File: src/rtl/axis_bram_pkg.sv
// Shared definitions for the BRAM-to-AXI4-Stream playback engine: FSM encoding,
// BRAM timing and the read-credit rule that keeps the output FIFO from overflowing.
package axis_bram_pkg;

  localparam logic [1:0] ST_IDLE  = 2'd0;
  localparam logic [1:0] ST_READ  = 2'd1;
  localparam logic [1:0] ST_DRAIN = 2'd2;

  localparam int unsigned BRAM_RD_LATENCY = 1;
  localparam int unsigned FIFO_DEPTH      = 2;

  // A read may be issued only if every word already owed to the FIFO still fits after
  // this cycle's pop.
  function automatic logic issue_allowed(input logic [1:0] fifo_count,
                                         input logic       inflight,
                                         input logic       pop);
    logic [2:0] occupancy;
    occupancy = {1'b0, fifo_count} + {2'b00, inflight} - {2'b00, pop};
    return occupancy < 3'(FIFO_DEPTH);
  endfunction

endpackage

File: src/rtl/axis_skid_fifo2.sv
// Two-entry FIFO holding {tlast, addr, data} between the BRAM read port and the stream
// master; head entry is presented combinationally.
module axis_skid_fifo2 #(
  parameter int unsigned DATA_WIDTH = 8
) (
  input  logic                  aclk,
  input  logic                  aresetn,
  input  logic                  push,
  input  logic [DATA_WIDTH-1:0] push_data,
  input  logic                  pop,
  output logic [DATA_WIDTH-1:0] head_data,
  output logic                  head_valid,
  output logic [1:0]            count
);

  logic [DATA_WIDTH-1:0] mem_q [2];
  logic                  wr_ptr_q;
  logic                  rd_ptr_q;
  logic [1:0]            count_q;
  logic                  do_push;
  logic                  do_pop;

  assign do_pop  = pop && (count_q != 2'd0);
  assign do_push = push && ((count_q != 2'd2) || do_pop);

  always_ff @(posedge aclk or negedge aresetn) begin
    if (!aresetn) begin
      mem_q[0] <= '0;
      mem_q[1] <= '0;
      wr_ptr_q <= 1'b0;
      rd_ptr_q <= 1'b0;
      count_q  <= 2'd0;
    end else begin
      if (do_push) begin
        mem_q[wr_ptr_q] <= push_data;
        wr_ptr_q        <= ~wr_ptr_q;
      end
      if (do_pop) begin
        rd_ptr_q <= ~rd_ptr_q;
      end
      if (do_push && !do_pop) begin
        count_q <= count_q + 2'd1;
      end else if (!do_push && do_pop) begin
        count_q <= count_q - 2'd1;
      end
    end
  end

  assign head_data  = mem_q[rd_ptr_q];
  assign head_valid = (count_q != 2'd0);
  assign count      = count_q;

endmodule

File: src/rtl/axis_bram_streamer.sv
// Plays a BRAM buffer from address 0 to a captured last address on an AXI4-Stream master,
// once or looping back-to-back, with credit-based reads into a two-entry output FIFO.
module axis_bram_streamer
  import axis_bram_pkg::*;
#(
  parameter int unsigned AXIS_TDATA_WIDTH = 32,
  parameter int unsigned BRAM_DATA_WIDTH  = 32,
  parameter int unsigned BRAM_ADDR_WIDTH  = 10
) (
  input  logic                        aclk,
  input  logic                        aresetn,
  input  logic [BRAM_ADDR_WIDTH-1:0]  cfg_last,
  input  logic                        cfg_cont,
  input  logic                        enable,
  output logic [BRAM_ADDR_WIDTH-1:0]  sts_data,
  output logic                        busy,
  output logic [AXIS_TDATA_WIDTH-1:0] m_axis_tdata,
  output logic                        m_axis_tvalid,
  output logic                        m_axis_tlast,
  input  logic                        m_axis_tready,
  output logic                        bram_portb_clk,
  output logic                        bram_portb_rst,
  output logic [BRAM_ADDR_WIDTH-1:0]  bram_portb_addr,
  input  logic [BRAM_DATA_WIDTH-1:0]  bram_portb_rddata
);

  localparam int unsigned ENTRY_WIDTH = 1 + BRAM_ADDR_WIDTH + BRAM_DATA_WIDTH;

  logic [1:0]                 state_q, state_d;
  logic [BRAM_ADDR_WIDTH-1:0] addr_q, addr_d;
  logic [BRAM_ADDR_WIDTH-1:0] last_q, last_d;
  logic                       cont_q, cont_d;

  // Read issued last cycle; its data is on bram_portb_rddata this cycle.
  logic                       inflight_q;
  logic [BRAM_ADDR_WIDTH-1:0] inflight_addr_q;
  logic                       inflight_last_q;

  logic [ENTRY_WIDTH-1:0]     fifo_push_data;
  logic [ENTRY_WIDTH-1:0]     fifo_head;
  logic                       fifo_valid;
  logic [1:0]                 fifo_count;

  logic                       head_last;
  logic [BRAM_ADDR_WIDTH-1:0] head_addr;
  logic [BRAM_DATA_WIDTH-1:0] head_data;

  logic                       pop;
  logic                       issue;
  logic                       issue_last;
  logic                       final_pop;

  assign pop        = m_axis_tvalid && m_axis_tready;
  assign issue      = (state_q == ST_READ) && issue_allowed(fifo_count, inflight_q, pop);
  assign issue_last = issue && (addr_q == last_q);

  // Nothing is issued in DRAIN, so the only word left owed is the frame's final one.
  assign final_pop  = pop && (({1'b0, fifo_count} + {2'b00, inflight_q}) == 3'd1);

  always_comb begin
    state_d = state_q;
    addr_d  = addr_q;
    last_d  = last_q;
    cont_d  = cont_q;
    case (state_q)
      ST_IDLE: begin
        if (enable) begin
          state_d = ST_READ;
          addr_d  = '0;
          last_d  = cfg_last;
          cont_d  = cfg_cont;
        end
      end
      ST_READ: begin
        if (issue_last) begin
          addr_d = '0;
          // Looping restarts on the same edge so the next frame follows without a bubble.
          if (cont_q && enable) begin
            last_d = cfg_last;
            cont_d = cfg_cont;
          end else begin
            state_d = ST_DRAIN;
          end
        end else if (issue) begin
          addr_d = addr_q + 1'b1;
        end
      end
      ST_DRAIN: begin
        if (final_pop) begin
          state_d = ST_IDLE;
        end
      end
      default: begin
        state_d = ST_IDLE;
      end
    endcase
  end

  always_ff @(posedge aclk or negedge aresetn) begin
    if (!aresetn) begin
      state_q         <= ST_IDLE;
      addr_q          <= '0;
      last_q          <= '0;
      cont_q          <= 1'b0;
      inflight_q      <= 1'b0;
      inflight_addr_q <= '0;
      inflight_last_q <= 1'b0;
    end else begin
      state_q         <= state_d;
      addr_q          <= addr_d;
      last_q          <= last_d;
      cont_q          <= cont_d;
      inflight_q      <= issue;
      inflight_addr_q <= addr_q;
      inflight_last_q <= issue_last;
    end
  end

  assign fifo_push_data = {inflight_last_q, inflight_addr_q, bram_portb_rddata};

  axis_skid_fifo2 #(
    .DATA_WIDTH(ENTRY_WIDTH)
  ) u_fifo (
    .aclk      (aclk),
    .aresetn   (aresetn),
    .push      (inflight_q),
    .push_data (fifo_push_data),
    .pop       (pop),
    .head_data (fifo_head),
    .head_valid(fifo_valid),
    .count     (fifo_count)
  );

  assign {head_last, head_addr, head_data} = fifo_head;

  assign m_axis_tvalid   = fifo_valid;
  assign m_axis_tlast    = head_last;
  assign m_axis_tdata    = AXIS_TDATA_WIDTH'(head_data);
  assign sts_data        = head_addr;
  assign busy            = (state_q != ST_IDLE);

  assign bram_portb_clk  = aclk;
  assign bram_portb_rst  = ~aresetn;
  assign bram_portb_addr = addr_q;

endmodule

File: config.mk
export PLATFORM = sky130hd
export DESIGN_NAME = axis_bram_streamer
export DESIGN_NICKNAME = d
export VERILOG_FILES = /design/src/rtl/axis_bram_pkg.sv /design/src/rtl/axis_skid_fifo2.sv /design/src/rtl/axis_bram_streamer.sv
export SDC_FILE = /design/constraint.sdc
export NUM_CORES = 1
export LEC_CHECK = 0
export ABC_CLOCK_PERIOD_IN_PS = 9600
export CAP_MARGIN = 10
export CELL_PAD_IN_SITES_DETAIL_PLACEMENT = 0
export CELL_PAD_IN_SITES_GLOBAL_PLACEMENT = 1
export CORE_ASPECT_RATIO = 1.75
export CORE_MARGIN = 1.5
export CORE_UTILIZATION = 38
export DETAILED_ROUTE_END_ITERATION = 12
export DONT_BUFFER_PORTS = 1
export PLACE_DENSITY_LB_ADDON = 0.1
export SETUP_SLACK_MARGIN = 0.3
export SYNTH_ARGS = -nofsm -noshare
export SYNTH_HDL_FRONTEND = slang
export SYNTH_HIERARCHICAL = 1
export SYNTH_SLANG_ARGS = --single-unit
File: constraint.sdc
create_clock -name aclk -period 9.6 [get_ports aclk]
set_clock_uncertainty 0.2 [all_clocks]
set_input_delay 0.96 -clock aclk [delete_from_list [all_inputs] [get_ports aclk]]
set_output_delay 0.96 -clock aclk [all_outputs]
set_load 0.005 [all_outputs]
==> summary.txt, run 1 <==
outcome - completed
Critical Path Fanout Max - 2
nets@finish - 451
Placer Congestion - 0.8313
Seq/Total Area, Yosys - 56.12%
Peak VDD IR - 0.0002151 V
Synth Flop Type - dfrtp_1
crit path capture type - output port
final antenna-violating net count - 0
Max Cap Violations - 0
most frequent cells in the layout - mux2_2 (139), dfrtp_1 (124), clkbuf_16 (17)
CTS clock-pin slew for the worst setup and hold paths - 60 ps
first-pass GRT wire length - 17930 um
io pins - 104
Final Max Slew Viols - 0
synth-to-layout area growth - 13.36%
syn nets - 446
Pwr Total - 2.469 mW
mean post-synth cell area - 14.15 um^2
htree depth - 4
CP Launch Type - clock port
chip width - 94.56 um
Synthesis Warnings - 6
cell row count - 58
HPWL Detailed - 7243 um
Core Area - 14370 um^2
initial core utilization - 38.79%
EDFF count, synth - 0
post-CTS sizing - 0
Worst Setup SP - aclk
CTS sink cnt - 125
hold crit path type - in -> async
RSZ-0062 raised after global routing - false
fin area - 6319 um^2
reg2reg start - u_fifo/count[0]
Slew headroom - 36.33%
Clock Tree Root - clkbuf_16
All-Layer GR Usage - 15.41%
Worst-Margin Slew - 947.0 ps
Async SR Flop Fraction - 100.0%
vias in the first global route - 3442
final-report setup violation count - 0
Fillers - 1378
post-synthesis cell count - 394
grt ovf - 0
hold_buf cts - 0
most common cell after layout, fill and taps aside - mux2_2
placed cell area - 5678 um^2
Worst Path Required - 8440 ps
IO buf count - 0
Hold WS - 47.41 ps
iteration count of the initial detailed-routing pass - 4
Reg area - 3129 um^2
initial antenna violation count - 0
LEAKAGE - 2.660 nW
Mapped Area - 5574 um^2
CTS max path bufs - 2
Ant. Diodes - 0
Power Density - 390.8 nW/um^2
largest net degree at the start of global routing - 127
Distinct cells, synth - 41
Die ar. - 15430 um^2
FF+latch count, synth - 125
Detailed Route WL - 11110 um
DR DRC count - 0
# Post-CTS Setup Buffers - 0
area of the multi-input gates - 2245 um^2
final hold violation count - 0
total CTS buffers - 17
Worst EP arrival - 4800 ps
DRC violation total after the first TritonRoute iteration - 104
Vias - 3066
routed len/inst - 18.76 um
Vias/cell - 5.179
worst setup path class - clk -> out
CTS tree - yes
layout cell share with drive strength beyond 1 - 44.42%
Die H - 163.2 um
clock latency on the worst-skew pair - 410 ps
setup TNS - 0 ps
[per-stage QoR]
stage                     util, %  setup WS (ps)  instances
final                       43.97           3640        592
after global routing        43.97           3640        592
after CTS                   43.97           3640        592
after detailed placement    39.52           3640        560
after global placement      39.52           3640        560
after floorplan                 -           3529        394
[worst paths after layout]
kind / end / slack [ps] / depth (start not counted)
hold / removal: u_fifo/mem_q[13] / 50 / 0
setup reg to reg: last_q[6] / 6250 / 9
hold reg to reg: u_fifo/mem_q[32] / 300 / 1
setup / recovery: bram_portb_clk / 3640 / 0
min in group aclk: u_fifo/mem_q[32] / 300 / 1
max in group asynchronous: u_fifo/mem_q[26] / 8950 / 0
[synthesized netlist by cell type, types with 2 or more instances]
| cell type | number | area, um^2 |
|---|---|---|
| or4_1 | 2 | 15.01 |
| buf_2 | 4 | 20.02 |
| clkbuf_1 | 3 | 11.26 |
| nand4_1 | 6 | 37.54 |
| a21oi_1 | 2 | 10.01 |
| nand2_1 | 13 | 48.80 |
| mux2_2 | 139 | 1565 |
| o21ai_0 | 8 | 40.04 |
| inv_1 | 15 | 56.30 |
| buf_6 | 5 | 56.30 |
| or3_1 | 7 | 43.79 |
| nor2_1 | 6 | 22.52 |
| nand3_1 | 4 | 20.02 |
| dfrtp_1 | 125 | 3128 |
| xnor2_1 | 13 | 113.9 |
| and2_1 | 2 | 12.51 |
| a31oi_1 | 7 | 43.79 |
| xor2_1 | 3 | 26.28 |
| clkbuf_8 | 4 | 55.05 |
| ha_1 | 5 | 62.56 |
[worst register-to-register path: stages, from the launching register on]
cell	delay, ps
dfrtp_1	430
or2_2	330
and2_1	220
nor2b_1	150
ha_1	180
xnor2_1	270
nand2_1	150
or4_4	590
a21oi_4	340
mux2_2	370
[flip-flops by register name, summed over array words and instances (netlist names)]
name and count:
u_fifo/count 2, inflight_last_q 1, u_fifo/mem_q 86, state_q 2, inflight_addr_q 10, bram_portb_addr 10, cont_q 1, u_fifo/rd_ptr_q 1
inflight_q 1, u_fifo/wr_ptr_q 1, last_q 10
[cell type report]
cell class                      count  area share (%)
Clock buffer                       19           7.168
Timing Repair Buffer                3          0.3564
Clock inverter                     13           2.970
Tap cell                          180           3.564
Sequential cell                   125           49.52
Multi-Input combinational cell    237           35.52
Inverter                           15          0.8911
[cell families after synthesis]
group           synth area share, %
fa+ha+maj                     1.122
mux                           28.08
compound gates                3.098
xor+xnor                      2.514
simple gates                  5.365
buf+inv                       3.704
flops                         56.12
[layer usage]
metal | global-route usage (%) | part of all wire, % | wire length (um) | vias up
li1 | - | - | - | 1402
met1 | 15.28 | 37 | 4071 | 1556
met2 | 27.73 | 55 | 6061 | 87
met3 | 5.866 | 6.3 | 698 | 21
met4 | 7.056 | 2.5 | 275 | 0
met5 | 0 | 0 | 0 | -
[power breakdown]
group / switching (mW) / internal (mW) / leakage (nW)
sequential: 0.155 / 0.773 / 1.51
clock: 0.234 / 0.450 / 0.306
combinational: 0.401 / 0.457 / 0.849
(Power assumes the default switching activity.)
==> run 2: changes to the inputs <==
- ABC_CLOCK_PERIOD_IN_PS: 9600 -> 5000
- clock period: 9.6 -> 5 ns (I/O delays scaled with it)
==> run 2 against run 1 <==
Compared with the run above: first-iteration DRC count down 16%; die area unchanged; routed wire length up 2.0%; via count rose by 0.52%; total power grew 91%; clock-buffer cell count fell by 2; critical path depth is 9 higher; largest cell class unchanged; largest power group unchanged; highest routed layer unchanged.
==> summary.txt, run 2 (synthesized netlist as in run 1, its figures left out) <==
Final Cycle Share - 66.52%
Reg area - 3129 um^2 (unchanged)
Detailed Route WL - 11330 um (was 11110 um)
Clock Tree Root - clkbuf_16 (unchanged)
CTS sink cnt - 125 (unchanged)
io pins - 104 (unchanged)
worst hold endpoint - u_fifo/mem_q[67]
IO buf count - 0 (unchanged)
hold depth - 1
reg2reg start - u_fifo/count[0] (unchanged)
total CTS buffers - 17 (unchanged)
LEAKAGE - 2.662 nW (was 2.660 nW)
Vias - 3082 (was 3066)
nets@finish - 452 (was 451)
largest net degree at the start of global routing - 126 (was 127)
Net Sw Frac - 33.08% (was 31.96%)
DRC violation total after the first TritonRoute iteration - 87 (was 104)
Hold WS - 36.65 ps (was 47.41 ps)
initial antenna violation count - 0 (unchanged)
Core Area - 14370 um^2 (unchanged)
most common cell after layout, fill and taps aside - mux2_2 (unchanged)
Int Pwr - 3.153 mW (was 1.680 mW)
final hold violation count - 0 (unchanged)
CTS clock-pin slew for the worst setup and hold paths - 60 ps (about the same)
Net Switching - 1.559 mW (was 0.7892 mW)
Hold Path Origin - bram_portb_rddata[24]
HPWL Detailed - 7307 um (was 7243 um)
Worst R2R Setup Slack - 1670 ps (was 6250 ps)
clock latency on the worst-skew pair - 400 ps (was 410 ps)
area of the multi-input gates - 2245 um^2 (unchanged)
final antenna-violating net count - 0 (unchanged)
final-report setup violation count - 0 (unchanged)
Slowest-stage cell, CP - or4_4
first-pass GRT wire length - 17870 um (was 17930 um)
Clk pwr share - 26.9% (was 27.7%)
hold_buf cts - 2 (was 0)
grt ovf - 0 (unchanged)
Slew headroom - 28.10% (was 36.33%)
Worst-Margin Slew - 1078 ps (was 947.0 ps)
Final Max Slew Viols - 0 (unchanged)
most frequent cells in the layout - mux2_2 (139), dfrtp_1 (124), clkbuf_16 (17) (unchanged)
sequential power share - 39.1% (was 37.6%)
Worst EP arrival - 3420 ps (was 4800 ps)
max FFs per register - 86 (unchanged)
chip width - 94.56 um (unchanged)
Power Density - 745.8 nW/um^2 (was 390.8 nW/um^2)
RSZ-0062 raised after global routing - false (unchanged)
Die H - 163.2 um (unchanged)
DR DRC count - 0 (unchanged)
htree depth - 4 (unchanged)
CP Launch Type - register (was clock port)
layout cell share with drive strength beyond 1 - 44.31% (was 44.42%)
synth-to-layout area growth - 13.36% (unchanged)
final worst path period need - 3326 ps
CP Cell Sequence - or2_2, and2_1, nor2b_1, ha_1, xnor2_1, nand2_1, or4_4, a21oi_4, mux2_2
CTS tree - yes (unchanged)
initial core utilization - 38.79% (unchanged)
CTS max path bufs - 2 (unchanged)
r2r endpoint - last_q[2] (was last_q[6])
Die ar. - 15430 um^2 (unchanged)
iteration count of the initial detailed-routing pass - 4 (unchanged)
critical path's largest stage delay - 590 ps
r2r worst-path depth - 9 (unchanged)
CP bufs+invs - 0
Fillers - 1368 (was 1378)
Worst Path Required - 5090 ps (was 8440 ps)
Pwr Total - 4.712 mW (was 2.469 mW)
Max Cap Violations - 0 (unchanged)
cell row count - 58 (unchanged)
# Post-CTS Setup Buffers - 0 (unchanged)
Reg with most FFs - u_fifo/mem_q (unchanged)
Ant. Diodes - 0 (unchanged)
Fmax achieved - 300.7 MHz
worst setup path class - reg -> reg (was clk -> out)
Critical Path Fanout Max - 10 (was 2)
Comb pwr share - 34.0% (was 34.8%)
crit path capture type - register (was output port)
post-CTS sizing - 0 (unchanged)
All-Layer GR Usage - 15.67% (was 15.41%)
vias in the first global route - 3333 (was 3442)
hold crit path type - in -> reg (was in -> async)
Peak VDD IR - 0.0003314 V (was 0.0002151 V)
CP top delay family - simple AND/OR/NAND/NOR gates
setup TNS - 0 ps (unchanged)
routed len/inst - 19.11 um (was 18.76 um)
Vias/cell - 5.197 (was 5.179)
outcome - completed (unchanged)
Placer Congestion - 0.8411 (was 0.8313)
==> run 2: per-stage QoR <==
| step | utilization, % | cells | setup slack (ps) | cell area, um^2 |
|---|---|---|---|---|
| after floorplan | - | 394 | 1689 | 5574 |
| final | 43.97 | 593 | 1674 | 6319 |
| after global placement | 39.46 | 559 | 1690 | 5670 |
| after detailed placement | 39.46 | 559 | 1640 | 5670 |
| after CTS | 43.97 | 593 | 1625 | 6319 |
| after global routing | 43.97 | 593 | 1489 | 6319 |
==> run 2: worst max path at each step <==
stage | slack, ps | cells after the start | end | from
global route | 1490 | 9 | last_q[9] | u_fifo/count[0]
CTS | 1620 | 9 | last_q[2] | u_fifo/count[0]
floorplan | 1690 | 1 | bram_portb_clk | aclk
global placement | 1690 | 9 | last_q[4] | u_fifo/count[0]
detailed placement | 1640 | 9 | last_q[2] | u_fifo/count[0]
finish | 1670 | 9 | last_q[2] | u_fifo/count[0]
==> run 2: cell type report <==
cell class | count | area share [%]
sequential | 125 | 49.52
timing repair buffer | 4 | 0.8317
clock inverter | 15 | 2.931
inverter | 15 | 0.8911
clock buffer | 17 | 6.733
tap | 180 | 3.564
multi-input combinational | 237 | 35.52
==> run 2: power by group through the flow <==
stage / Combinational (mW) / Clock (mW) / Sequential, mW
2_1_floorplan: 1.43 / 0.0130 / 1.70
3_3_place_gp: 1.59 / 0 / 1.84
3_5_place_dp: 1.62 / 0 / 1.87
4_1_cts: 1.65 / 1.31 / 1.85
5_1_grt: 1.76 / 1.36 / 1.92
6_report: 1.60 / 1.27 / 1.84
==> run 2: metal layers <==
metal | vias to the layer above | GRT usage [%] | wire (um)
li1 | 1418 | - | -
met1 | 1569 | 16.30 | 4200
met2 | 78 | 28.22 | 6242
met3 | 17 | 4.655 | 690
met4 | 0 | 7.327 | 198
met5 | - | 0 | 0
==> run 3: changes to the inputs <==
- ABC_CLOCK_PERIOD_IN_PS: 5000 -> 3200
- clock period: 5 -> 3.2 ns (I/O delays scaled with it)
==> run 3 against run 2 <==
Compared with the run above: the run now ends with hold timing left; cell count rose by 8.8%; largest power group is now combinational cells; first-iteration DRC count fell by 23%; sequential share of layout area fell by 4.3 points; register-to-register slack got worse by 1400 ps; cell area rose by 9.5%; combinational power rose by 76%; critical path depth rose by 1.
==> summary.txt, run 3 (synthesized netlist as in run 1, its figures left out) <==
htree depth - 4 (unchanged)
CTS max path bufs - 2 (unchanged)
Core Area - 14370 um^2 (unchanged)
layout cell share with drive strength beyond 1 - 42.80% (was 44.31%)
setup TNS - 0 ps (unchanged)
worst setup path class - reg -> reg (unchanged)
fin area - 6918 um^2 (was 6319 um^2)
Die H - 163.2 um (unchanged)
Power Density - 1093 nW/um^2 (was 745.8 nW/um^2)
r2r worst-path depth - 10 (was 9)
CTS sink cnt - 125 (unchanged)
Critical Path Fanout Max - 5 (was 10)
Clock Tree Root - clkbuf_16 (unchanged)
grt ovf - 0 (unchanged)
Detailed Route WL - 11790 um (was 11330 um)
DRC violation total after the first TritonRoute iteration - 67 (was 87)
cell row count - 58 (unchanged)
final hold violation count - 125 (was 0)
IO buf count - 0 (unchanged)
Hold WS - -593.4 ps (was 36.65 ps)
most frequent cells in the layout - mux2_2 (135), dfrtp_1 (123), dlygate4sd3_1 (44) (was mux2_2 (139), dfrtp_1 (124), clkbuf_16 (17))
hold crit path type - in -> async (was in -> reg)
DR DRC count - 0 (unchanged)
iteration count of the initial detailed-routing pass - 3 (was 4)
All-Layer GR Usage - 16.35% (was 15.67%)
routed len/inst - 18.28 um (was 19.11 um)
initial antenna violation count - 0 (unchanged)
Placer Congestion - 0.7373 (was 0.8411)
final worst path period need - 2975 ps (was 3326 ps)
initial core utilization - 38.79% (unchanged)
clock latency on the worst-skew pair - 400 ps (about the same)
first-pass GRT wire length - 18820 um (was 17870 um)
Max Cap Violations - 0 (unchanged)
Reg with most FFs - u_fifo/mem_q (unchanged)
hold_buf cts - 44 (was 2)
io pins - 104 (unchanged)
reg2reg start - u_fifo/count[0] (unchanged)
Die ar. - 15430 um^2 (unchanged)
crit path capture type - register (unchanged)
Vias/cell - 5.065 (was 5.197)
Ant. Diodes - 0 (unchanged)
Slew headroom - 37.15% (was 28.10%)
HPWL Detailed - 7575 um (was 7307 um)
r2r endpoint - last_q[4] (was last_q[2])
final antenna-violating net count - 0 (unchanged)
Peak VDD IR - 0.0005444 V (was 0.0003314 V)
failing checks - hold timing
total CTS buffers - 17 (unchanged)
Vias - 3267 (was 3082)
Worst EP arrival - 3070 ps (was 3420 ps)
Final Cycle Share - 92.98% (was 66.52%)
Worst Path Required - 3290 ps (was 5090 ps)
outcome - finished, violations left (was completed)
Final Max Slew Viols - 0 (unchanged)
vias in the first global route - 3736 (was 3333)
placed cell area - 5723 um^2 (was 5670 um^2)
Worst-Margin Slew - 934.8 ps (was 1078 ps)
CTS tree - yes (unchanged)
Worst R2R Setup Slack - 220 ps (was 1670 ps)
largest net degree at the start of global routing - 127 (was 126)
RSZ-0062 raised after global routing - true (was false)
nets@finish - 504 (was 452)
CP Launch Type - register (unchanged)
CTS clock-pin slew for the worst setup and hold paths - 60 ps (about the same)
synth-to-layout area growth - 24.11% (was 13.36%)
Fmax achieved - 336.1 MHz (was 300.7 MHz)
final-report setup violation count - 0 (unchanged)
max FFs per register - 86 (unchanged)
LEAKAGE - 2.911 nW (was 2.662 nW)
most common cell after layout, fill and taps aside - mux2_2 (unchanged)
chip width - 94.56 um (unchanged)
## run 3: changes by cell type in the layout (fill, tap and decap cells not counted), moves of 2 or more
cell / previous run / this run
clkbuf_8: 0 / 3
mux2_4: 0 / 4
dlygate4sd3_1: 1 / 44
mux2_2: 139 / 135
buf_4: 2 / 7
clkbuf_1: 0 / 2
buf_12: 0 / 3
inv_6: 5 / 0
ha_1: 5 / 3
## run 3: per-layer routing
layer  GRT usage (%)  vias to the layer above  wire length [um]
met4           7.327                        0               240
li1                -                     1514                 -
met5               0                        -                 0
met1           16.04                     1660              4283
met3           5.261                       14               617
met2           30.38                       79              6650
## run 3: through the flow
step,total power [mW],hold WS [ps],setup WS (ps),util [%],cells
floorplan,4.914,-175.6,266.1,-,394
global placement,5.447,-172.4,87.44,39.83,562
detailed placement,5.527,-171.9,30.54,39.83,562
CTS,7.628,-612.7,249.4,47.56,643
global route,8.090,-622.8,138.6,48.15,645
finish,7.563,-593.4,224.6,48.15,645
## run 3: timing repair
item	4_1_cts	5_1_grt
pin swaps	2	1
gates resized for setup	2	11
endpoints found under the setup margin	10	15
endpoints found under the hold margin	202	125
gates cloned	0	1
buffers inserted	5	1
## run 3: final cells by class
cell class,count,area (um^2)
clock inverter,10,137.6
fill,1327,7451
multi-input combinational,237,2305
clock buffer,22,474.2
inverter,15,56.30
sequential,125,3131
tap,180,225.2
timing repair buffer,56,589.3
## run 3: power by group
part | internal (mW) | switching, mW | leakage, nW
registers | 2.32 | 0.469 | 1.50
logic | 1.54 | 1.28 | 1.11
clock network | 1.28 | 0.675 | 0.296
total | 5.14 | 2.42 | 2.91
## run 3: worst max-delay path by stage
stage,from,to,cells past startpoint
after detailed placement,u_fifo/count[0],last_q[4],9
final,u_fifo/count[0],last_q[4],10
after global placement,u_fifo/count[0],last_q[1],9
after floorplan,u_fifo/count[0],last_q[0],9
after global routing,u_fifo/count[0],last_q[6],10
after CTS,u_fifo/count[0],last_q[0],10
## run 3: critical path, cell delays in order, from the launching register on
cell and delay (ps):
dfrtp_2 420, ha_2 180, ha_1 300, inv_1 70
ha_4 260, and3b_2 190, nand2_2 70, or4_4 450
a21oi_4 220, clkbuf_16 180, mux2_2 320
